### src/rtl/nr_fetch_pkg.sv
// Shared types and default sizing for the nanoRisk fetch unit.
// The state enum is visible to every file that imports this package.
package nr_fetch_pkg;

  localparam int unsigned DEF_AW       = 8;
  localparam int unsigned DEF_DW       = 8;
  localparam int unsigned DEF_PC_STEP  = 1;
  localparam int unsigned DEF_RESET_PC = 0;

  typedef enum logic [1:0] {
    S_REQ  = 2'd0,  // free to issue a request
    S_WAIT = 2'd1,  // request outstanding, response will be kept
    S_DROP = 2'd2   // request outstanding, response will be discarded
  } fetch_state_e;

endpackage

### src/rtl/nr_fetch_if.sv
// Fetch-unit bus bundle: redirect input, instruction-memory request/response
// and the decode-side valid/ready output.
interface nr_fetch_if
  import nr_fetch_pkg::*;
#(
  parameter int unsigned AW = DEF_AW,
  parameter int unsigned DW = DEF_DW
);

  logic          redir;
  logic [AW-1:0] redir_pc;

  logic          imem_req_valid;
  logic          imem_req_ready;
  logic [AW-1:0] imem_addr;
  logic          imem_rsp_valid;
  logic [DW-1:0] imem_rsp_data;

  logic          inst_valid;
  logic          inst_ready;
  logic [DW-1:0] inst_data;
  logic [AW-1:0] inst_pc;

  // Fetch-unit side
  modport master (
    input  redir, redir_pc, imem_req_ready, imem_rsp_valid, imem_rsp_data, inst_ready,
    output imem_req_valid, imem_addr, inst_valid, inst_data, inst_pc
  );

  // Environment side: flow control, instruction memory and decode
  modport slave (
    output redir, redir_pc, imem_req_ready, imem_rsp_valid, imem_rsp_data, inst_ready,
    input  imem_req_valid, imem_addr, inst_valid, inst_data, inst_pc
  );

endinterface

### src/rtl/nr_pc_reg.sv
// Program-counter register: a redirect load takes priority over the
// post-request increment, which wraps modulo 2^AW.
module nr_pc_reg
  import nr_fetch_pkg::*;
#(
  parameter int unsigned AW       = DEF_AW,
  parameter int unsigned PC_STEP  = DEF_PC_STEP,
  parameter int unsigned RESET_PC = DEF_RESET_PC
) (
  input  logic          clk,
  input  logic          rst_n,
  input  logic          load,
  input  logic [AW-1:0] load_pc,
  input  logic          inc,
  output logic [AW-1:0] pc
);

  localparam logic [AW-1:0] STEP   = AW'(PC_STEP);
  localparam logic [AW-1:0] PC_RST = AW'(RESET_PC);

  // NOTE: clocked state uses non-blocking assignments so every register
  // samples pre-edge values regardless of process evaluation order.
  always_ff @(posedge clk or negedge rst_n) begin
    if (!rst_n) begin
      pc <= PC_RST;
    end else if (load) begin
      pc <= load_pc;
    end else if (inc) begin
      pc <= pc + STEP;
    end
  end

endmodule

### src/rtl/nr_fetch_unit.sv
// nanoRisk fetch sequencer: single-outstanding instruction-memory requests,
// one-entry output buffer to decode, wrong-path responses dropped after redirect.
module nr_fetch_unit
  import nr_fetch_pkg::*;
#(
  parameter int unsigned AW       = DEF_AW,
  parameter int unsigned DW       = DEF_DW,
  parameter int unsigned PC_STEP  = DEF_PC_STEP,
  parameter int unsigned RESET_PC = DEF_RESET_PC
) (
  input  logic       clk,
  input  logic       rst_n,
  nr_fetch_if.master bus
);

  fetch_state_e  state_q, state_d;
  logic [AW-1:0] pc;
  logic [AW-1:0] pend_pc_q;
  logic          inst_valid_q;
  logic [DW-1:0] inst_data_q;
  logic [AW-1:0] inst_pc_q;

  logic req_valid;
  logic req_fire;
  logic capture;

  // Requests go out only when the buffer is empty or draining, so a
  // response can always be captured; rst_n keeps the request low in reset.
  assign req_valid = rst_n && (state_q == S_REQ) && (!inst_valid_q || bus.inst_ready)
                     && !bus.redir;
  assign req_fire  = req_valid && bus.imem_req_ready;
  assign capture   = (state_q == S_WAIT) && bus.imem_rsp_valid && !bus.redir;

  nr_pc_reg #(
    .AW       (AW),
    .PC_STEP  (PC_STEP),
    .RESET_PC (RESET_PC)
  ) u_pc_reg (
    .clk     (clk),
    .rst_n   (rst_n),
    .load    (bus.redir),
    .load_pc (bus.redir_pc),
    .inc     (req_fire),
    .pc      (pc)
  );

  // NOTE: state_d is assigned before the case so no path leaves it
  // unassigned, which would otherwise infer a latch.
  always_comb begin
    state_d = state_q;
    unique case (state_q)
      S_REQ:   if (req_fire) state_d = S_WAIT;
      S_WAIT: begin
        if (bus.imem_rsp_valid) state_d = S_REQ;
        else if (bus.redir)     state_d = S_DROP;
      end
      S_DROP:  if (bus.imem_rsp_valid) state_d = S_REQ;
      default: state_d = S_REQ;
    endcase
  end

  always_ff @(posedge clk or negedge rst_n) begin
    if (!rst_n) begin
      state_q   <= S_REQ;
      pend_pc_q <= '0;
    end else begin
      state_q <= state_d;
      if (req_fire) pend_pc_q <= pc;
    end
  end

  // Redirect flushes the buffer; a capture overrides a same-cycle drain.
  always_ff @(posedge clk or negedge rst_n) begin
    if (!rst_n) begin
      inst_valid_q <= 1'b0;
      inst_data_q  <= '0;
      inst_pc_q    <= '0;
    end else if (bus.redir) begin
      inst_valid_q <= 1'b0;
    end else if (capture) begin
      inst_valid_q <= 1'b1;
      inst_data_q  <= bus.imem_rsp_data;
      inst_pc_q    <= pend_pc_q;
    end else if (inst_valid_q && bus.inst_ready) begin
      inst_valid_q <= 1'b0;
    end
  end

  assign bus.imem_req_valid = req_valid;
  assign bus.imem_addr      = pc;
  assign bus.inst_valid     = inst_valid_q;
  assign bus.inst_data      = inst_data_q;
  assign bus.inst_pc        = inst_pc_q;

  // A response with nothing outstanding is a memory protocol violation.
  rsp_without_req_a: assert property (
    @(posedge clk) disable iff (!rst_n) !((state_q == S_REQ) && bus.imem_rsp_valid)
  );

endmodule

### src/flat_wrapper.sv
// flat-port wrapper written by rule: the top's interface ports become plain ports
module nr_fetch_unit_flat import nr_fetch_pkg::*;
#(
  parameter int unsigned AW       = DEF_AW,
  parameter int unsigned DW       = DEF_DW,
  parameter int unsigned PC_STEP  = DEF_PC_STEP,
  parameter int unsigned RESET_PC = DEF_RESET_PC
)
  (clk, rst_n, bus_redir, bus_redir_pc, bus_imem_req_ready, bus_imem_rsp_valid, bus_imem_rsp_data, bus_inst_ready, bus_imem_req_valid, bus_imem_addr, bus_inst_valid, bus_inst_data, bus_inst_pc);
  nr_fetch_if #(.AW(AW), .DW(DW)) bus_i ();
  input  logic clk;
  input  logic rst_n;
  input wire logic [$bits(bus_i.redir)-1:0] bus_redir;
  input wire logic [$bits(bus_i.redir_pc)-1:0] bus_redir_pc;
  input wire logic [$bits(bus_i.imem_req_ready)-1:0] bus_imem_req_ready;
  input wire logic [$bits(bus_i.imem_rsp_valid)-1:0] bus_imem_rsp_valid;
  input wire logic [$bits(bus_i.imem_rsp_data)-1:0] bus_imem_rsp_data;
  input wire logic [$bits(bus_i.inst_ready)-1:0] bus_inst_ready;
  output wire logic [$bits(bus_i.imem_req_valid)-1:0] bus_imem_req_valid;
  output wire logic [$bits(bus_i.imem_addr)-1:0] bus_imem_addr;
  output wire logic [$bits(bus_i.inst_valid)-1:0] bus_inst_valid;
  output wire logic [$bits(bus_i.inst_data)-1:0] bus_inst_data;
  output wire logic [$bits(bus_i.inst_pc)-1:0] bus_inst_pc;
  assign bus_i.redir = bus_redir;
  assign bus_i.redir_pc = bus_redir_pc;
  assign bus_i.imem_req_ready = bus_imem_req_ready;
  assign bus_i.imem_rsp_valid = bus_imem_rsp_valid;
  assign bus_i.imem_rsp_data = bus_imem_rsp_data;
  assign bus_i.inst_ready = bus_inst_ready;
  assign bus_imem_req_valid = bus_i.imem_req_valid;
  assign bus_imem_addr = bus_i.imem_addr;
  assign bus_inst_valid = bus_i.inst_valid;
  assign bus_inst_data = bus_i.inst_data;
  assign bus_inst_pc = bus_i.inst_pc;
  nr_fetch_unit #(.AW(AW), .DW(DW), .PC_STEP(PC_STEP), .RESET_PC(RESET_PC)) u_core (.clk(clk), .rst_n(rst_n), .bus(bus_i));
endmodule
### config.mk
export PLATFORM = sky130hd
export DESIGN_NAME = nr_fetch_unit_flat
export DESIGN_NICKNAME = d
export VERILOG_FILES = /design/src/rtl/nr_fetch_pkg.sv /design/src/rtl/nr_fetch_if.sv /design/src/rtl/nr_pc_reg.sv /design/src/rtl/nr_fetch_unit.sv /design/src/flat_wrapper.sv
export SDC_FILE = /design/constraint.sdc
export NUM_CORES = 1
export LEC_CHECK = 0
export CAP_MARGIN = 20
export CORE_MARGIN = 2
export CORE_UTILIZATION = 41
export CTS_CLUSTER_SIZE = 8
export DETAILED_ROUTE_END_ITERATION = 6
export HOLD_SLACK_MARGIN = 0.05
export PLACE_DENSITY_LB_ADDON = 0.15
export SLEW_MARGIN = 10
export SYNTH_ARGS = -nofsm -noshare
export SYNTH_HDL_FRONTEND = slang
export SYNTH_SLANG_ARGS = --single-unit
### constraint.sdc
create_clock -name clk -period 1.5 [get_ports clk]
set_clock_uncertainty 0.05 [all_clocks]
set_input_delay 0.3 -clock clk [delete_from_list [all_inputs] [get_ports clk]]
set_output_delay 0.3 -clock clk [all_outputs]
set_load 0.1 [all_outputs]
* After elaboration in Yosys (flattened, before gate mapping)
Index checks and enable logic that the tools add are counted.
Storage, ports and cells: output and inout bits 26, bits in registers 35, bits of input ports 22, word-level logic and storage cells 38
Cells by class: $add $sub $neg 1, multiplexer cells 10, bitwise gates (word level) 1, equality and inequality tests 5, reductions and logical operators 15
Operators by type and width (count):
- 8-bit 2-to-1 mux | 2
- 8-bit by 1-bit adder with 8-bit output, second input constant | 1
- 2-bit 2-to-1 mux | 4
- 1-bit logical AND | 7
- 2-bit one-hot mux with 3 select lines | 1
- 1-bit 2-to-1 mux | 3
- 3-bit inequality test, second input constant | 1
- 3-bit AND reduction | 1
- 3-bit nonzero test | 1
- 2-bit by 1-bit equality test with 1-bit output, second input constant | 1
- 2-bit equality test, second input constant | 1
- 1-bit logical NOT | 2
- 2-bit logical NOT | 1
- 2-bit by 1-bit inequality test with 1-bit output, second input constant | 1
- 2-bit inequality test, second input constant | 1
- 2-bit AND reduction | 1
- 2-bit nonzero test | 1
- 1-bit logical OR | 1
- 1-bit NOT | 1

* Longest topological paths before layout
Gate-level depths: netlist of run 1.
depth in word-level cells 7, depth in mapped cells 6, gate-level depth less buffers 5

* Cells and area by module
Synthesis of run 1 repeated with hierarchy kept, for this count alone.
Unflattened totals: cells, all modules 115, area total of the unflattened synthesis 1551.5 µm²
By module, submodules not included:
- nr_fetch_unit | times used 1, area each 1101.1 µm², seq. area each 675.6 µm², cells each 66
- nr_pc_reg | times used 1, area each 450.4 µm², seq. area each 200.2 µm², cells each 49

* Worst setup path after synthesis of run 1
Ideal clock, no wire load.
kind reg2out, start reg u_core.inst_valid_q, in the netlist u_core.bus.inst_valid, end out bus_imem_req_valid, path slack -682 ps, required time 1150 ps, path buffers 0, cell stages (with the launch flop) 3, arrival time 1832 ps, cell sequence dfrtp_1 > nand2b_1 > and2_1
On the way: cells in the longest elaborated chain, start to end 4
Ends and longest elaborated chain:
- start: declaration | RTL line nr_fetch_unit.sv:19 | logic inst_valid_q;
- start signal: assignment | RTL line nr_fetch_unit.sv:75 | inst_valid_q <= 1'b0;
- start signal: assignment | RTL line nr_fetch_unit.sv:79 | inst_valid_q <= 1'b0;
- start signal: assignment | RTL line nr_fetch_unit.sv:81 | inst_valid_q <= 1'b1;
- 1-bit logical NOT | RTL line nr_fetch_unit.sv:29 | assign req_valid = rst_n && (state_q == S_REQ) && (!inst_valid_q || bus.inst_ready)
- 1-bit logical OR | RTL line nr_fetch_unit.sv:29
- 1-bit logical AND | RTL line nr_fetch_unit.sv:29
- 1-bit logical AND | RTL line nr_fetch_unit.sv:30 | && !bus.redir;
- end: declaration | RTL line flat_wrapper.sv:19 | output wire logic [$bits(bus_i.imem_req_valid)-1:0] bus_imem_req_valid;
No other way between the ends.

* Worst setup path in the final report of run 1
start reg u_core.state_q[0], end reg u_core.u_pc_reg.pc[2]
On the way: cells in the longest elaborated chain, start to end 6
Ends and longest elaborated chain:
- start: declaration | RTL line nr_fetch_unit.sv:16 | fetch_state_e state_q, state_d;
- start signal: assignment | RTL line nr_fetch_unit.sv:67 | state_q <= state_d;
- 2-bit logical NOT | RTL line nr_fetch_unit.sv:29
- 1-bit logical AND (2 in a row) | RTL line nr_fetch_unit.sv:29
- 1-bit logical AND | RTL line nr_fetch_unit.sv:30
- 1-bit logical AND | RTL line nr_fetch_unit.sv:31 | assign req_fire = req_valid && bus.imem_req_ready;
- 2-bit nonzero test (no line)
- end signal: assignment | RTL line nr_pc_reg.sv:27 | pc <= load_pc;
- end signal: assignment | RTL line nr_pc_reg.sv:29 | pc <= pc + STEP;
- end: declaration | RTL line nr_pc_reg.sv:15 | output logic [AW-1:0] pc
No other way between the ends. A chain may end at the register's enable or synchronous reset.

==> flow_metrics.py, run 1 <==
metrics = {
    "yosys": {
        "synth.most_common_cell": "dfrtp_1",
        "synth_xor_area_share_pct": 0.5659,
        "seq_area_frac_synth_pct": 56.59,
        "avgSynthCellArea_um2": 12.28,
        "synth_compound_area_share_pct": 10.02,
        "ys_seq_elements": 35,
        "yosys_warnings": 0,
        "async_flop_share_pct": 100.0,
        "synth_top_family_by_area": "simple AND/OR/NAND/NOR gates",
        "syn-num-nets": 149,
        "synth.mux.area_fraction_pct": 11.64,
        "synth.area.top_cells": "dfrtp_1 (57%), mux2_2 (12%), nand2_1 (7.0%), a221o_1 (3.9%), nor4b_4 (3.1%)",
        "yosysTopAreaCell": "dfrtp_1",
        "synthSimpleGateAreaFrac_pct": 16.98,
        "yosys-top-cells-count": "dfrtp_1 (35), nand2_1 (29), mux2_2 (16)",
        "yosysTopAreaCellShare_pct": 56.59,
        "synth_edf_count": 0,
        "syn_inst": 126,
        "synth_area_mm2": 0.001548,
        "synthAdderAreaFrac_pct": 0.8084,
        "yosysUniqueCellTypes": 29,
        "synthFlopType": "dfrtp_1",
    },
    "route": {
        "first_pass_iters": 4,
        "vias_per_cell": 5.130,
        "drc": 0,
        "postRouteAntennaNets": 0,
        "wire_per_inst_um": 16.52,
        "vias": 1262,
        "drt_iter0_drc": 86,
        "finalWirelength_mm": 4.063,
    },
    "pwr": {
        "power.total_mw": 4.732,
        "irDropWorstVdd_mv": 0.9295,
        "leakage_nw": 1.279,
        "power.density_mw_per_mm2": 1664,
    },
    "global_routing": {
        "grt_max_degree": 36,
        "globalRouteOverflowTotal": 0,
        "antenna_found_initial": 0,
        "grt_pass1_vias": 1353,
        "grt_pass1_wl_mm": 6.444,
        "globalRouteTotalUtil_pct": 20.65,
    },
    "setup_path": {
        "critPathSlowestCell": "dfrtp_1",
        "end_kind": "flip-flop",
        "critPathKind": "reg2reg",
        "crit_path_cell_trace": "nor4b_4 > buf_4 > a31oi_4 > o21bai_4 > a221o_1",
        "cp.required_ps": 1610,
        "crit_path_start_kind": "flip-flop",
        "max_stage_delay_ps": 410,
        "crit_fanout": 7,
        "worstPathArrival_ps": 1840,
    },
    "die": {
        "ios": 48,
        "die_x_um": 65.44,
        "die_area_mm2": 0.004282,
        "die_h_um": 65.44,
        "coreArea_mm2": 0.003633,
        "start_util_pct": 42.60,
        "num_rows": 22,
    },
    "clock_network": {
        "cts_hold_buf": 0,
        "cts_sinks": 35,
        "insertion_delay_ps": 280,
        "root_buffer": "clkbuf_8",
        "cts_buffers": 5,
        "cts_tree": "yes",
        "cts_htree_levels": 2,
        "cts_max_path_buffers": 2,
        "path_clk_slew_ps": 70,
    },
    "placement": {
        "placed_cells_incl_taps": 227,
        "dp_hpwl_mm": 2.561,
        "port_buffers": 47,
        "gp_congestion": 0.8707,
    },
    "timing": {
        "rsz0062_at_grt": "yes",
        "maxSlewHeadroom_pct": 70.74,
        "setup_viol": 32,
        "finalMaxSlewViolations": 0,
        "finalHoldViolCount": 0,
        "fmax_ghz": 0.5772,
        "period_minus_slack_ps": 1732,
        "timing.final.crit_share_pct": 115.5,
        "postLayoutSetupSlackWorst_ps": -232.4,
        "worst_pin_slew_ps": 438.9,
    },
    "cells_and_area": {
        "multiInputGateArea_um2": 817.0,
        "layout-drive-gt1-share_pct": 55.56,
        "filler_cell_count": 227,
        "fin_nets": 220,
        "final_cells": 246,
        "n_antenna_cell": 0,
        "seq_area_um2": 905.9,
        "area_growth_pct": 83.75,
    },
    "run_status": {
        "run_status": "complete, but fails checks",
        "failed_checks": "negative setup slack",
    },
    "worst_hold_path": {
        "min_path_type": "in2async",
    },
    "flow_run": {
        "maxCapViolCount": 0,
    },
}
==> cells in the final DEF (no fill, tap or decap), types with 2 or more instances in the layout <==
cell,synthesis,final
buf_6,2,8
buf_4,1,11
dfrtp_4,0,8
mux2_4,0,16
nor4b_4,2,2
o21bai_1,3,2
clkdlybuf4s50_1,0,19
nand3_2,1,3
nor3_1,4,4
a221o_1,6,6
nand2_2,0,9
and3_4,0,2
a21o_1,4,4
nand2_4,0,3
dfrtp_1,35,27
nand2_1,29,17
clkbuf_8,0,7
buf_12,0,27
==> metrics by stage <==
step	utilization (%)	hold WS, ps	cell area [um2]	worst slack (ps)	TNS, ps
3_5_place_dp	68.15	390.0	2476	-563.9	-15500
6_report	78.27	72.66	2844	-232.4	-3487
4_1_cts	74.48	79.58	2706	-206.5	-4281
2_1_floorplan	-	-45.59	1635	-141.5	-1862
5_1_grt	78.27	98.88	2844	-271.3	-5427
3_3_place_gp	68.15	378.0	2476	-498.4	-14700
==> registers in the layout, indices dropped and copies added (netlist names) <==
register and cells:
u_core.bus.inst_data 8, u_core.u_pc_reg.pc 8, u_core.bus.inst_valid 1, u_core.state_q 2, u_core.bus.inst_pc 8, u_core.pend_pc_q 8
==> per-layer routing <==
layer  vias up  routed length, um  track usage (%)
met4         0                 48            11.46
met2        46               2075            32.40
met3         5                233            5.822
met1       622               1705            25.68
li1        589                  -                -
met5         -                  0                0
==> timing repair <==
item                       4_1_cts  5_1_grt
gates cloned                     1        1
setup endpoints to repair       31       35
setup buffers                    6        4
pin swaps                       12       12
resized for setup               13       37
==> logic make-up (layout without fill, tap and decap cells) <==
logic type	after synthesis	in the layout
AND/OR/NAND/NOR	49	49
flip-flops	35	35
AO/OA/AOI/OAI	18	18
multiplexers	16	16
buffers and inverters	6	78
adder cells (fa/ha/maj)	1	1
XOR/XNOR	1	1
==> report_power, final <==
group	internal, mW	switching (mW)	total, mW
sequential	1.18	0.274	1.46
combinational	1.01	1.53	2.54
clock	0.419	0.313	0.732
total	2.61	2.12	4.73
==> worst paths after layout <==
| check | start | end | slack [ps] | cells past startpoint |
|---|---|---|---|---|
| worst max-delay path | u_core.state_q[0] | u_core.u_pc_reg.pc[2] | -230 | 5 |
| worst min-delay path | rst_n | u_core.pend_pc_q[2] | 70 | 2 |
| worst max register to register | u_core.state_q[0] | u_core.u_pc_reg.pc[2] | -230 | 5 |
| worst min register to register | u_core.pend_pc_q[2] | u_core.pend_pc_q[2] | 430 | 2 |
| max in group asynchronous | rst_n | u_core.u_pc_reg.pc[6] | 980 | 2 |
| min in group clk | u_core.pend_pc_q[2] | u_core.pend_pc_q[2] | 430 | 2 |
==> worst max-delay path: cells and delay by family (launching register included) <==
kind,cells,cell delay [ps]
AOI/OAI and AO/OA,3,650
and+or+nand+nor,1,300
DFF,1,410
buffers and inverters,1,190
==> layout make-up <==
type	instances	area share, %
Multi-Input combinational cell	85	28.73
Inverter	1	0.1320
Sequential cell	35	31.85
Clock buffer	8	3.520
Timing Repair Buffer	69	33.66
Tap cell	48	2.112
Power figures use the tool's default switching activity.
==> inputs of run 2 (changes only) <==
- ABC_CLOCK_PERIOD_IN_PS: unset -> 1500
- MAX_ROUTING_LAYER: unset -> met4
==> flow_metrics.py, run 2 (synthesis gave the netlist of run 1 again) <==
metrics = {
    "run_status": {
        "run_status": "complete, but fails checks",
        "failed_checks": "negative setup slack",
    },
    "setup_path": {
        "reg2regPathDepth": 5,
        "startpoint": "u_core.state_q[0]",
        "end_kind": "primary output",
        "regToRegSetupSlack_ps": -170,
        "worstPathArrival_ps": 1330,
        "cp.required_ps": 1150,
        "crit_path_start_kind": "flip-flop",
        "crit_fanout": 2,
        "crit_path_end": "bus_imem_req_valid",
        "critPathKind": "reg2out",
        "reg2reg_to": "u_core.u_pc_reg.pc[4]",
        "regToRegStartpoint": "u_core.state_q[0]",
    },
    "timing": {
        "rsz0062_at_grt": "yes",
        "hold_slack_ps": 80.00,
        "maxSlewHeadroom_pct": 71.11,
        "timing.final.crit_share_pct": 112.2,
        "postLayoutSetupSlackWorst_ps": -182.8,
        "finalMaxSlewViolations": 0,
        "setup_viol": 32,
        "fmax_ghz": 0.5943,
        "worst_pin_slew_ps": 433.4,
        "period_minus_slack_ps": 1683,
        "finalHoldViolCount": 0,
    },
    "flow_run": {
        "maxCapViolCount": 0,
    },
    "cells_and_area": {
        "n_antenna_cell": 0,
        "fin_nets": 217,
        "layout-drive-gt1-share_pct": 54.36,
        "stdcell_area_mm2": 0.002849,
        "final_common_cell": "buf_12",
        "final_cell_mix": "buf_12 (29), dfrtp_1 (27), clkdlybuf4s50_1 (19), nand2_1 (18), mux2_4 (16)",
        "filler_cell_count": 230,
        "final_cells": 243,
        "fin_util_pct": 78.41,
        "area_growth_pct": 84.07,
    },
    "pwr": {
        "intPower_mw": 2.610,
        "irDropWorstVdd_mv": 0.9035,
        "p_clk_share_pct": 15.5,
        "seqPwrFrac_pct": 30.7,
        "swShare_pct": 44.90,
        "combinationalPowerShare_pct": 53.8,
        "switching_power_mw": 2.127,
        "power.density_mw_per_mm2": 1663,
        "leakage_nw": 1.274,
    },
    "clock_network": {
        "cts_sinks": 35,
        "root_buffer": "clkbuf_8",
        "cts_max_path_buffers": 2,
        "insertion_delay_ps": 280,
        "cts_hold_buf": 0,
        "cts_buffers": 5,
        "path_clk_slew_ps": 70,
        "cts_tree": "yes",
        "cts_htree_levels": 2,
    },
    "placement": {
        "port_buffers": 47,
        "pre_cts_ws_ps": -563.5,
        "gp_congestion": 0.8796,
        "placed_cells_incl_taps": 228,
        "dp_hpwl_mm": 2.583,
        "placed_area_mm2": 0.002484,
    },
    "global_routing": {
        "antenna_found_initial": 0,
        "busiest_layer": "met2",
        "met1_usage_pct": 22.18,
        "grt_pass1_vias": 1246,
        "use_met3_pct": 5.308,
        "globalRouteOverflowTotal": 0,
        "grt_pass1_wl_mm": 5.934,
        "grt_util_met2_pct": 31.51,
        "grt_max_degree": 36,
        "globalRouteTotalUtil_pct": 18.83,
    },
    "route": {
        "vias": 1262,
        "postRouteAntennaNets": 0,
        "vias_per_cell": 5.193,
        "wire_per_inst_um": 16.79,
        "first_pass_iters": 4,
        "drt_iter0_drc": 23,
        "drc": 0,
        "finalWirelength_mm": 4.080,
    },
    "worst_hold_path": {
        "min_path_type": "in2async",
    },
    "die": {
        "ios": 48,
        "die_x_um": 65.44,
        "die_h_um": 65.44,
        "coreArea_mm2": 0.003633,
        "start_util_pct": 42.60,
        "die_area_mm2": 0.004282,
        "num_rows": 22,
    },
}
[run 2: changes by cell type in the layout (fill, tap and decap cells not counted), sizes merged]
cell    before  now
buf         48   44
clkbuf       9   10
[run 2: layout make-up]
type | instances | area [um2] | area share [%]
sequential | 35 | 905.9 | 31.80
inverter | 1 | 3.754 | 0.1318
multi-input combinational | 85 | 817.0 | 28.68
clock buffer | 8 | 100.1 | 3.513
tap | 48 | 60.06 | 2.108
timing repair buffer | 66 | 962.2 | 33.77
[run 2: worst min-delay path by stage]
stage / slack (ps) / cells after the start / start / endpoint
global route: 90 / 2 / rst_n / u_core.bus.inst_data[2]
finish: 80 / 2 / rst_n / u_core.bus.inst_data[2]
CTS: 90 / 2 / rst_n / u_core.bus.inst_data[2]
detailed placement: 390 / 2 / rst_n / u_core.bus.inst_data[5]
global placement: 380 / 2 / rst_n / u_core.bus.inst_data[5]
floorplan: -50 / 0 / rst_n / u_core.bus.inst_data[0]
[run 2: worst max-delay path, cell delays in order (launching register included)]
cell,delay [ps]
dfrtp_1,410
nor4b_4,280
and2_4,200
buf_12,160
[run 2: power groups by stage]
stage / Sequential (mW) / Clock, mW / Combinational [mW]
after floorplan: 2.57 / 0 / 0.289
after global placement: 1.43 / 0 / 2.39
after detailed placement: 1.45 / 0 / 2.42
after CTS: 1.44 / 0.742 / 2.44
after global routing: 1.48 / 0.804 / 2.62
final: 1.45 / 0.736 / 2.55
[run 2: through the flow]
| stage | total power, mW | TNS, ps |
|---|---|---|
| 6_report | 4.737 | -2868 |
| 4_1_cts | 4.617 | -2519 |
| 2_1_floorplan | 2.855 | -1862 |
| 5_1_grt | 4.905 | -4442 |
| 3_5_place_dp | 3.864 | -16310 |
| 3_3_place_gp | 3.818 | -14750 |
[run 2: timing repair]
action                                  4_1_cts  5_1_grt
pin swaps                                     6       16
gates cloned                                  0        2
hold endpoints to repair                      0        0
gates resized for setup                      10       33
setup buffers                                 2        3
endpoints found under the setup margin       33       34
[run 2: per-layer routing]
layer	part of all wire, %	wire, um	vias up
met5	0	0	-
met4	1.5	60	0
li1	-	-	587
met1	39	1575	619
met3	5.5	223	8
met2	54	2220	48
==> inputs of run 3 (changes only) <==
- PLACE_DENSITY: unset -> 0.75
- PLACE_DENSITY_LB_ADDON: 0.15 -> unset
==> flow_metrics.py, run 3 (synthesis gave the netlist of run 1 again) <==
metrics = {
    "run_status": {
        "run_status": "complete, but fails checks",
        "failed_checks": "negative setup slack",
    },
    "timing": {
        "period_minus_slack_ps": 1768,
        "finalHoldViolCount": 0,
        "timing.final.crit_share_pct": 117.8,
        "rsz0062_at_grt": "yes",
        "fin_tns_setup_ps": -4463,
        "worst_pin_slew_ps": 445.0,
        "maxSlewHeadroom_pct": 70.33,
        "postLayoutSetupSlackWorst_ps": -267.5,
        "hold_slack_ps": 230.9,
        "fmax_ghz": 0.5658,
        "setup_viol": 34,
        "finalMaxSlewViolations": 0,
    },
    "die": {
        "ios": 48,
        "die_area_mm2": 0.004282,
        "die_x_um": 65.44,
        "die_h_um": 65.44,
        "start_util_pct": 42.60,
        "coreArea_mm2": 0.003633,
        "num_rows": 22,
    },
    "clock_network": {
        "root_buffer": "clkbuf_8",
        "path_clk_slew_ps": 70,
        "cts_tree": "yes",
        "cts_hold_buf": 0,
        "insertion_delay_ps": 300,
        "cts_htree_levels": 2,
        "cts_buffers": 5,
        "cts_max_path_buffers": 2,
        "cts_sinks": 35,
    },
    "pwr": {
        "combinationalPowerShare_pct": 52.3,
        "p_clk_share_pct": 17.7,
        "intPower_mw": 2.654,
        "swShare_pct": 44.96,
        "switching_power_mw": 2.168,
        "irDropWorstVdd_mv": 0.8536,
        "seqPwrFrac_pct": 30.0,
        "power.density_mw_per_mm2": 1694,
        "leakage_nw": 1.266,
    },
    "placement": {
        "port_buffers": 47,
        "gp_congestion": 0.7797,
        "dp_hpwl_mm": 2.790,
    },
    "setup_path": {
        "end_kind": "primary output",
        "cp.required_ps": 1150,
        "crit_fanout": 4,
        "crit_path_start_kind": "flip-flop",
        "regToRegStartpoint": "u_core.state_q[0]",
        "startpoint": "u_core.state_q[0]",
        "crit_path_end": "bus_imem_req_valid",
        "reg2regPathDepth": 5,
        "critPathKind": "reg2out",
        "worstPathArrival_ps": 1420,
        "reg2reg_to": "u_core.u_pc_reg.pc[2]",
        "regToRegSetupSlack_ps": -230,
    },
    "worst_hold_path": {
        "min_path_type": "in2async",
    },
    "route": {
        "drt_iter0_drc": 77,
        "drc": 0,
        "postRouteAntennaNets": 0,
        "finalWirelength_mm": 4.725,
        "vias": 1322,
        "first_pass_iters": 4,
        "wire_per_inst_um": 18.90,
        "vias_per_cell": 5.288,
    },
    "cells_and_area": {
        "n_antenna_cell": 0,
        "final_cell_mix": "buf_12 (27), dfrtp_1 (27), nand2_1 (23), clkdlybuf4s50_1 (19), buf_4 (13)",
        "area_growth_pct": 83.83,
        "layout-drive-gt1-share_pct": 52.97,
        "fin_nets": 224,
    },
    "global_routing": {
        "grt_pass1_vias": 1386,
        "globalRouteTotalUtil_pct": 23.77,
        "grt_pass1_wl_mm": 7.134,
        "antenna_found_initial": 0,
        "globalRouteOverflowTotal": 0,
        "grt_max_degree": 36,
    },
    "flow_run": {
        "maxCapViolCount": 0,
    },
}
run 3: power by group through the flow:
stage | sequential (mW) | clock (mW) | combinational [mW]
final | 1.45 | 0.853 | 2.52
after global placement | 1.43 | 0 | 2.39
after detailed placement | 1.45 | 0 | 2.43
after global routing | 1.48 | 0.916 | 2.59
after floorplan | 2.57 | 0 | 0.289
after CTS | 1.44 | 0.849 | 2.50
run 3: final cells by class:
type / count / area, um2
clock buffer: 5 / 68.82
clock inverter: 3 / 43.79
fill: 228 / 788.3
inverter: 1 / 6.256
multi-input combinational: 86 / 759.5
sequential: 35 / 905.9
tap: 48 / 60.06
timing repair buffer: 72 / 1001
run 3: worst min path at each step:
stage | to | slack (ps) | depth (start not counted)
5_1_grt | u_core.bus.inst_pc[2] | 280 | 2
2_1_floorplan | u_core.bus.inst_data[0] | -50 | 0
6_report | u_core.pend_pc_q[3] | 230 | 2
4_1_cts | u_core.bus.inst_pc[2] | 270 | 2
3_3_place_gp | u_core.pend_pc_q[1] | 410 | 2
3_5_place_dp | u_core.pend_pc_q[2] | 410 | 2
run 3: stage by stage:
step	utilization (%)	total power [mW]	cell area [um2]	cells	setup slack [ps]
3_3_place_gp	68.35	3.825	2484	229	-570.6
5_1_grt	78.31	4.980	2845	250	-348.5
6_report	78.31	4.821	2845	250	-267.5
4_1_cts	74.93	4.790	2723	243	-292.0
3_5_place_dp	68.35	3.879	2484	229	-639.6
2_1_floorplan	-	2.855	1635	126	-141.5
run 3: metal layers:
metal	up-vias	track usage, %	share of wire, %
met5	-	-	0
met4	0	12.50	2.2
met3	9	4.795	4.9
met2	47	38.78	53
met1	660	27.88	40
li1	606	-	-
run 3: worst max-delay path, stage by stage (launching register included):
cell and delay [ps]:
dfrtp_1 410, nor4b_4 340, and2_4 210, buf_12 160
run 3: timing repair:
action / in CTS / in global routing
gates resized for setup: 22 / 12
pin swaps: 5 / 8
buffers inserted: 6 / 6
endpoints found under the setup margin: 34 / 34
gates cloned: 1 / 2
